--- src/rtl/sprite_physics_engine.sv ---
// ---------------------------------------------------------------------------
// sprite_physics_engine
//
// Per-frame kinematics engine for up to NUM_OBJ sprites. Each frame_tick
// starts one pass that walks the objects in index order through three states:
//   VEL : velocity update (gravity, jump, x command)
//   POS : position integration into a wide signed scratch sum
//   FIX : clamp to inclusive bounds; balls reflect velocity and pulse bounce
// One shared arithmetic path serves all objects.
//
// Optional feature (macro PHYS_COLLIDE_EN): balls get an extra COLL state
// after FIX in which the ball is tested against every player object. The
// lowest-index overlapping player launches the ball upward and away from it.
//
// Ports
//   clk, reset_n          clock, asynchronous active-low reset
//   frame_tick            single-cycle pulse starting one update pass
//   obj_mode              2 bits/object: 00 static, 01 player, 10 ball, 11 static
//   obj_vx_cmd, obj_jump  player x velocity command and jump request
//   obj_xmin..obj_ymax    inclusive per-object bounds
//   load_en, load_idx,
//   load_x/y, load_vx/vy  object state write (accepted only while not busy)
//   pos_x/pos_y, vel_x/vel_y  registered object state
//   bounce                one-cycle pulse per ball clamped (or hit) this pass
//   busy, done, overrun   pass in progress, end-of-pass pulse, sticky overrun
// ---------------------------------------------------------------------------
module sprite_physics_engine #(
  parameter int NUM_OBJ  = 3,
  parameter int COORD_W  = 10,
  parameter int VEL_W    = 8,
  parameter int GRAVITY  = 1,
  parameter int GRAV_DIV = 6,
  parameter int JUMP_V   = 21,
  parameter int VMAX     = 21,
  parameter int HALF     = 27
) (
  input  logic                       clk,
  input  logic                       reset_n,
  input  logic                       frame_tick,
  input  logic [2*NUM_OBJ-1:0]       obj_mode,
  input  logic [VEL_W*NUM_OBJ-1:0]   obj_vx_cmd,
  input  logic [NUM_OBJ-1:0]         obj_jump,
  input  logic [COORD_W*NUM_OBJ-1:0] obj_xmin,
  input  logic [COORD_W*NUM_OBJ-1:0] obj_xmax,
  input  logic [COORD_W*NUM_OBJ-1:0] obj_ymin,
  input  logic [COORD_W*NUM_OBJ-1:0] obj_ymax,
  input  logic                       load_en,
  input  logic [2:0]                 load_idx,
  input  logic [COORD_W-1:0]         load_x,
  input  logic [COORD_W-1:0]         load_y,
  input  logic [VEL_W-1:0]           load_vx,
  input  logic [VEL_W-1:0]           load_vy,
  output logic [COORD_W*NUM_OBJ-1:0] pos_x,
  output logic [COORD_W*NUM_OBJ-1:0] pos_y,
  output logic [VEL_W*NUM_OBJ-1:0]   vel_x,
  output logic [VEL_W*NUM_OBJ-1:0]   vel_y,
  output logic [NUM_OBJ-1:0]         bounce,
  output logic                       busy,
  output logic                       done,
  output logic                       overrun
);

  localparam int SW    = COORD_W + 2;
  localparam int CNT_W = (GRAV_DIV > 1) ? $clog2(GRAV_DIV) : 1;

  // Elaboration-time configuration guard.
  if (NUM_OBJ < 1 || NUM_OBJ > 8 || GRAV_DIV < 1 || HALF < 1) begin : g_bad_cfg
    $error("sprite_physics_engine: unsupported parameter set");
  end

  typedef logic signed [SW-1:0]    sum_t;
  typedef logic signed [VEL_W-1:0] vel_t;

  typedef enum logic [2:0] {S_IDLE, S_VEL, S_POS, S_FIX, S_COLL, S_DONE} state_e;

  localparam vel_t VEL_MIN = {1'b1, {(VEL_W-1){1'b0}}};
  localparam vel_t VEL_MAX = {1'b0, {(VEL_W-1){1'b1}}};

  state_e             state;
  logic [2:0]         idx;
  logic [CNT_W-1:0]   frame_cnt;
  logic               grav_frame;
  sum_t               sx, sy;

  // Current-object view of the packed buses.
  logic [1:0]         cur_mode;
  logic [COORD_W-1:0] cur_x, cur_y, cur_xmin, cur_xmax, cur_ymin, cur_ymax;
  vel_t               cur_vx, cur_vy, cur_vx_cmd, vy_grav;
  logic               is_player, is_ball, last_obj, load_ok, accept;
  logic [CNT_W-1:0]   cnt_next, start_cnt;
  sum_t               sum_x, sum_y;
  logic               x_lo, x_hi, y_lo, y_hi;
  logic [COORD_W-1:0] fix_x, fix_y;
  int                 vy_dec;

  // Negation that maps the most negative code onto the most positive one.
  function automatic vel_t neg_sat(input vel_t v);
    return (v == VEL_MIN) ? VEL_MAX : -v;
  endfunction

  // NOTE: every always_comb output gets a default before any branch so no
  // path can leave it unassigned and infer a latch.
  always_comb begin
    cur_mode   = obj_mode[2*idx +: 2];
    cur_x      = pos_x[COORD_W*idx +: COORD_W];
    cur_y      = pos_y[COORD_W*idx +: COORD_W];
    cur_vx     = vel_x[VEL_W*idx +: VEL_W];
    cur_vy     = vel_y[VEL_W*idx +: VEL_W];
    cur_vx_cmd = obj_vx_cmd[VEL_W*idx +: VEL_W];
    cur_xmin   = obj_xmin[COORD_W*idx +: COORD_W];
    cur_xmax   = obj_xmax[COORD_W*idx +: COORD_W];
    cur_ymin   = obj_ymin[COORD_W*idx +: COORD_W];
    cur_ymax   = obj_ymax[COORD_W*idx +: COORD_W];
    is_player  = (cur_mode == 2'b01);
    is_ball    = (cur_mode == 2'b10);
    last_obj   = (int'(idx) == NUM_OBJ - 1);
    load_ok    = load_en && (int'(load_idx) < NUM_OBJ);
    accept     = (state == S_IDLE) || (state == S_DONE);

    cnt_next   = (frame_cnt == CNT_W'(GRAV_DIV - 1)) ? '0 : frame_cnt + 1'b1;
    // A tick taken in the DONE cycle starts against the advanced counter.
    start_cnt  = (state == S_DONE) ? cnt_next : frame_cnt;

    vy_dec     = int'(cur_vy) - GRAVITY;
    if (vy_dec < -VMAX) vy_dec = -VMAX;
    vy_grav    = VEL_W'(vy_dec);

    // Screen y grows downward while vy is up-positive, hence the subtraction.
    sum_x      = $signed({2'b00, cur_x}) + SW'(cur_vx);
    sum_y      = $signed({2'b00, cur_y}) - SW'(cur_vy);

    x_lo       = sx < $signed({2'b00, cur_xmin});
    x_hi       = sx > $signed({2'b00, cur_xmax});
    y_lo       = sy < $signed({2'b00, cur_ymin});
    y_hi       = sy > $signed({2'b00, cur_ymax});
    fix_x      = x_lo ? cur_xmin : (x_hi ? cur_xmax : sx[COORD_W-1:0]);
    fix_y      = y_lo ? cur_ymin : (y_hi ? cur_ymax : sy[COORD_W-1:0]);
  end

`ifdef PHYS_COLLIDE_EN
  logic               hit;
  logic [COORD_W-1:0] hit_px;
  int                 dx, dy;
  vel_t               abs_vx;

  // Descending scan so the lowest-index overlapping player is the one kept.
  always_comb begin
    hit    = 1'b0;
    hit_px = '0;
    dx     = 0;
    dy     = 0;
    for (int j = NUM_OBJ - 1; j >= 0; j--) begin
      dx = int'(pos_x[COORD_W*j +: COORD_W]) - int'(cur_x);
      dy = int'(pos_y[COORD_W*j +: COORD_W]) - int'(cur_y);
      if (dx < 0) dx = -dx;
      if (dy < 0) dy = -dy;
      if (obj_mode[2*j +: 2] == 2'b01 && j != int'(idx) &&
          dx < 2*HALF && dy < 2*HALF) begin
        hit    = 1'b1;
        hit_px = pos_x[COORD_W*j +: COORD_W];
      end
    end
    abs_vx = cur_vx[VEL_W-1] ? neg_sat(cur_vx) : cur_vx;
  end
`endif

  // NOTE: sequential state is written only with non-blocking assignments so
  // every read in this block sees the value from before the clock edge.
  // NOTE: the object state registers are reset because the sprite address
  // logic consumes them directly and must see a defined origin after reset.
  always_ff @(posedge clk or negedge reset_n) begin
    if (!reset_n) begin
      state      <= S_IDLE;
      idx        <= '0;
      frame_cnt  <= '0;
      grav_frame <= 1'b0;
      sx         <= '0;
      sy         <= '0;
      pos_x      <= '0;
      pos_y      <= '0;
      vel_x      <= '0;
      vel_y      <= '0;
      bounce     <= '0;
      busy       <= 1'b0;
      done       <= 1'b0;
      overrun    <= 1'b0;
    end else begin
      bounce <= '0;
      done   <= 1'b0;
      if (frame_tick && !accept) overrun <= 1'b1;

      case (state)
        S_IDLE, S_DONE: begin
          if (state == S_DONE) frame_cnt <= cnt_next;
          if (load_ok) begin
            pos_x[COORD_W*load_idx +: COORD_W] <= load_x;
            pos_y[COORD_W*load_idx +: COORD_W] <= load_y;
            vel_x[VEL_W*load_idx +: VEL_W]     <= load_vx;
            vel_y[VEL_W*load_idx +: VEL_W]     <= load_vy;
          end
          if (frame_tick) begin
            state      <= S_VEL;
            idx        <= '0;
            busy       <= 1'b1;
            grav_frame <= (start_cnt == '0);
          end else begin
            state <= S_IDLE;
          end
        end

        S_VEL: begin
          if (is_player) begin
            vel_x[VEL_W*idx +: VEL_W] <= cur_vx_cmd;
            if (cur_y == cur_ymax)
              vel_y[VEL_W*idx +: VEL_W] <= obj_jump[idx] ? VEL_W'(JUMP_V) : '0;
            else if (grav_frame)
              vel_y[VEL_W*idx +: VEL_W] <= vy_grav;
          end else if (is_ball && grav_frame) begin
            vel_y[VEL_W*idx +: VEL_W] <= vy_grav;
          end
          state <= S_POS;
        end

        S_POS: begin
          sx    <= sum_x;
          sy    <= sum_y;
          state <= S_FIX;
        end

        S_FIX: begin
          if (is_player || is_ball) begin
            pos_x[COORD_W*idx +: COORD_W] <= fix_x;
            pos_y[COORD_W*idx +: COORD_W] <= fix_y;
          end
          if (is_ball) begin
            if (x_lo || x_hi) vel_x[VEL_W*idx +: VEL_W] <= neg_sat(cur_vx);
            if (y_lo || y_hi) vel_y[VEL_W*idx +: VEL_W] <= neg_sat(cur_vy);
            if (x_lo || x_hi || y_lo || y_hi) bounce[idx] <= 1'b1;
          end
`ifdef PHYS_COLLIDE_EN
          if (is_ball) begin
            state <= S_COLL;
          end else
`endif
          if (last_obj) begin
            state <= S_DONE;
            busy  <= 1'b0;
            done  <= 1'b1;
          end else begin
            idx   <= idx + 3'd1;
            state <= S_VEL;
          end
        end

`ifdef PHYS_COLLIDE_EN
        S_COLL: begin
          if (hit) begin
            vel_y[VEL_W*idx +: VEL_W] <= VEL_W'(JUMP_V);
            vel_x[VEL_W*idx +: VEL_W] <= (cur_x < hit_px) ? -abs_vx : abs_vx;
            bounce[idx]               <= 1'b1;
          end
          if (last_obj) begin
            state <= S_DONE;
            busy  <= 1'b0;
            done  <= 1'b1;
          end else begin
            idx   <= idx + 3'd1;
            state <= S_VEL;
          end
        end
`endif

        default: begin
          state <= S_IDLE;
          busy  <= 1'b0;
        end
      endcase
    end
  end

endmodule

--- config.mk ---
export PLATFORM = sky130hd
export DESIGN_NAME = sprite_physics_engine
export DESIGN_NICKNAME = d
export VERILOG_FILES = /design/src/rtl/sprite_physics_engine.sv
export SDC_FILE = /design/constraint.sdc
export NUM_CORES = 1
export LEC_CHECK = 0
export CORE_AREA = 2 2 151 227
export DETAILED_ROUTE_END_ITERATION = 10
export DIE_AREA = 0 0 153 229
export MAX_ROUTING_LAYER = met4
export PLACE_DENSITY = 0.83
export SLEW_MARGIN = 20
export SYNTH_ARGS = -nofsm -noshare
export SYNTH_HDL_FRONTEND = slang
export SYNTH_SLANG_ARGS = --single-unit
--- constraint.sdc ---
create_clock -name clk -period 6.55 [get_ports clk]
set_clock_uncertainty 0.15 [all_clocks]
set_input_delay 1.965 -clock clk [delete_from_list [all_inputs] [get_ports clk]]
set_output_delay 1.965 -clock clk [all_outputs]
set_load 0.005 [all_outputs]
==> summary.md, run 1 <==
| Metric | Value |
|---|---|
| Standard-cell rows | between 80 and 90 |
| Final min period | around 6 ns |
| Max-cap viol count | 0 |
| Drt total wl | approximately 85000 um |
| Clock-pin slew on the worst setup and hold paths | ~0.070 ns |
| Yosys cell types | 87 |
| Worst flop-to-flop path startpoint | idx[1] |
| FFs w/ async S/R, synth | 100% |
| Seq/Total Area, Yosys | a little under a quarter |
| Worst Setup Path Type | in -> reg |
| Post-synth net total | around 2500 |
| Largest net degree at the start of global routing | between 90 and 100 |
| Post-synth EDFFs | 0 |
| Worst hold stages | 1 |
| CTS root buf | clkbuf_16 |
| NumNets Final | roughly 2800 |
| Antenna Nets Post-Route | 0 |
| GRT Residual Overflow | 0 |
| WL/cell | ~29 um |
| Htree depth | 4 |
| RSZ-0062 raised after global routing | no |
| Clock share of power | 8.2% |
| Fillers | 2953 |
| Hold EP | overrun |
| Final Hold Vio Count | 0 |
| Crit share post-route | roughly nine tenths |
| Fin Setup TNS | 0 ns |
| P&R area growth vs syn | 27.2% |
| Max incr delay on CP | 0.49 ns |
| CTS tree | built |
| R2R cell count | 14 |
| Via count | a little over 20000 |
| Combinational share of power | about 78% |
| Clock buffer depth | 2 |
| Maximum clock rate | about 170 MHz |
| Internal power | ~0.0054 W |
| Pwr Density | 619 nW/um2 |
| Initial drt markers | about 2100 |
| Mapped Cells | ~2200 |
| FF-to-FF setup slack | a little over 1 ns |
| CTS buffer count | 17 |
| # port buffers | about 300 |
| Die area | 35000 um2 |
| Most common cell after layout, fill and taps aside | nand2_1 |
| CP Data Required Time | between 6 and 7 ns |
| Final Setup Violations | 0 |
| Ys Warns | 0 |
| Net Sw Frac | between 50 and 60% |
| Reg power frac | between 10% and 20% |
| Buf+Inv Stages, Crit Path | 1 |
| Post-synth top flop | dfrtp_1 |
| Global-route wire length before repair | approximately 130000 um |
| Clock latency at the later pin of the worst-skew pair | between 0.4 and 0.5 ns |
| Boundary Pins | 310 |
| Flops & latches, synth | approximately 150 |
| Antenna violations before repair | 1 |
| Worst path top cell family by delay | compound AO/OA/AOI/OAI gates |
| Die width | around 150 um |
| Net Switching | 0.00744 W |
| Status | complete, no violations |
| GRT Resource Usage Total | 48.9% |
| Worst-margin pin slew | 1.14 ns |
| Area after DPL | around 20000 um2 |
| Peak VDD IR | 0.000262 V |
| Worst path slowest cell | mux2_2 |
| Post-CTS sizing | 0 |
| Placer Congestion | 1.17 |
| 1st-pass router iterations | 7 |
| Starting Density | between 40 and 50% |
| Fin area | slightly above 20000 um2 |
| Detailed Place HPWL | ~67000 um |
| Die height | around 230 um |
| Mean Syn Cell Area | approximately 7.4 um2 |
| Vias per std cell | roughly 7 |
| Crit. End Element | flop |
| # Post-CTS Setup Buffers | 0 |
| Vias in the first global route | about 20000 |
| Hold_buf cts | 0 |
| CORE AREA | approximately 33000 um2 |
| Worst-path maximum fanout | 7 |
| Setup crit start | obj_xmin[29] |
| Pleak | between 8 and 9 nW |
| FF-to-FF End | pos_x[8] |
| Drt drc | 0 |
| Most frequent cells in the layout | nand2_1 (326), clkdlybuf4s50_1 (308), a21oi_1 (187), nor2_1 (187), o21ai_0 (171) |
| Critical-path cell list | clkdlybuf4s50_1, mux2i_1, o21ai_0, nand2_1, ha_1, nor4bb_1, nand2_1, o21a_1, o22ai_1, or3_1, o21ai_0, mux2_2, a22oi_1, o221ai_1 |
| Fraction of layout cells with a size suffix above 1 | 9.20% |
| CP Data Arrival Time | just over 6 ns |
| Final number of max-transition violations | 0 |
| Hold WC Path Type | reg -> reg |
| Mapped Area | about 16000 um2 |
| HP Start | overrun |
| Setup crit start kind | input port |
| Worst slew margin | 24.3% |
| Clock sink count | ~150 |
## cell usage after synthesis (23+ instances only)
cell type / instances / area share, %
o21ai_0: 173 / 5.3
mux2i_1: 96 / 5.9
o22ai_1: 27 / 1.0
nor3_1: 55 / 1.7
a22oi_1: 36 / 1.7
inv_1: 80 / 1.8
a31oi_1: 27 / 1.0
ha_1: 81 / 6.2
o211ai_1: 23 / 1.1
clkbuf_1: 91 / 2.1
dfrtp_1: 148 / 23
nand3_1: 63 / 1.9
nor2_1: 187 / 4.3
a211oi_1: 30 / 1.4
a21o_1: 23 / 1.1
mux2_2: 50 / 3.5
a21oi_1: 187 / 5.7
nand2_1: 326 / 7.5
nor2b_1: 25 / 0.96
## stage by stage
stage	setup WS, ns	util (%)	total power, W	std cells	hold slack [ns]
floorplan	1.14	-	0.00743	2192	0.307
global placement	0.255	60.8	0.0111	2887	0.313
detailed placement	0.201	60.8	0.0113	2887	0.315
CTS	0.648	62.6	0.0124	2919	0.334
global route	0.352	62.6	0.0134	2921	0.352
finish	0.531	62.6	0.0129	2921	0.335
## kinds of logic (layout without fill, tap and decap cells)
logic type | count (synthesis) | in the layout | share of synthesized area (%)
and+or+nand+nor | 820 | 820 | 23.4
xor gates and xnor gates | 34 | 34 | 1.83
AOI/OAI and AO/OA | 734 | 734 | 29.4
muxes | 156 | 156 | 10.6
DFF | 148 | 148 | 22.7
buffers and inverters | 216 | 524 | 5.54
adders and majority gates | 84 | 84 | 6.52
other | 0 | 1 | 0
## layer usage
layer	routed length, um	vias to the layer above	global-route usage (%)
li1	-	8736	-
met3	7550	670	11.3
met4	11600	0	51.2
met5	0	-	-
met1	26900	9401	46.8
met2	39300	1566	78.1
## registers in the layout, summed over array words and instances (netlist names)
signal,flops
pos_x,30
pos_y,30
vel_x,24
vel_y,24
sx,12
sy,12
bounce,3
frame_cnt,3
idx,3
state,3
busy,1
done,1
grav_frame,1
overrun,1
## layout make-up
type	count	area, um2	area share, %
Multi-Input combinational cell	1828	11700	56.6
Antenna cell	1	2.50	0.0121
Clock inverter	12	144	0.693
Sequential cell	148	3710	17.9
Inverter	82	308	1.48
Timing Repair Buffer	410	3870	18.6
Tap cell	420	526	2.53
Clock buffer	20	457	2.20
## how the worst max path moves through the flow
stage / endpoint / cells past startpoint
floorplan: pos_y[9] / 14
global placement: pos_x[8] / 14
detailed placement: pos_x[8] / 14
CTS: pos_x[8] / 14
global route: pos_x[8] / 14
finish: pos_x[8] / 14
## power by group through the flow
stage / clock [W] / sequential (W) / combinational (W)
after floorplan: 0 / 0.00154 / 0.00590
after global placement: 0 / 0.00176 / 0.00937
after detailed placement: 0 / 0.00177 / 0.00950
after CTS: 0.00105 / 0.00176 / 0.00956
after global routing: 0.00109 / 0.00180 / 0.0105
final: 0.00105 / 0.00179 / 0.0100
(Power assumes the default switching activity.)
==> run 2: changes to the inputs <==
Settings changed: SKIP_LAST_GASP from default to 1.
==> results of run 2 <==
The final DEF is identical to that of run 1; final timing and power are the same.
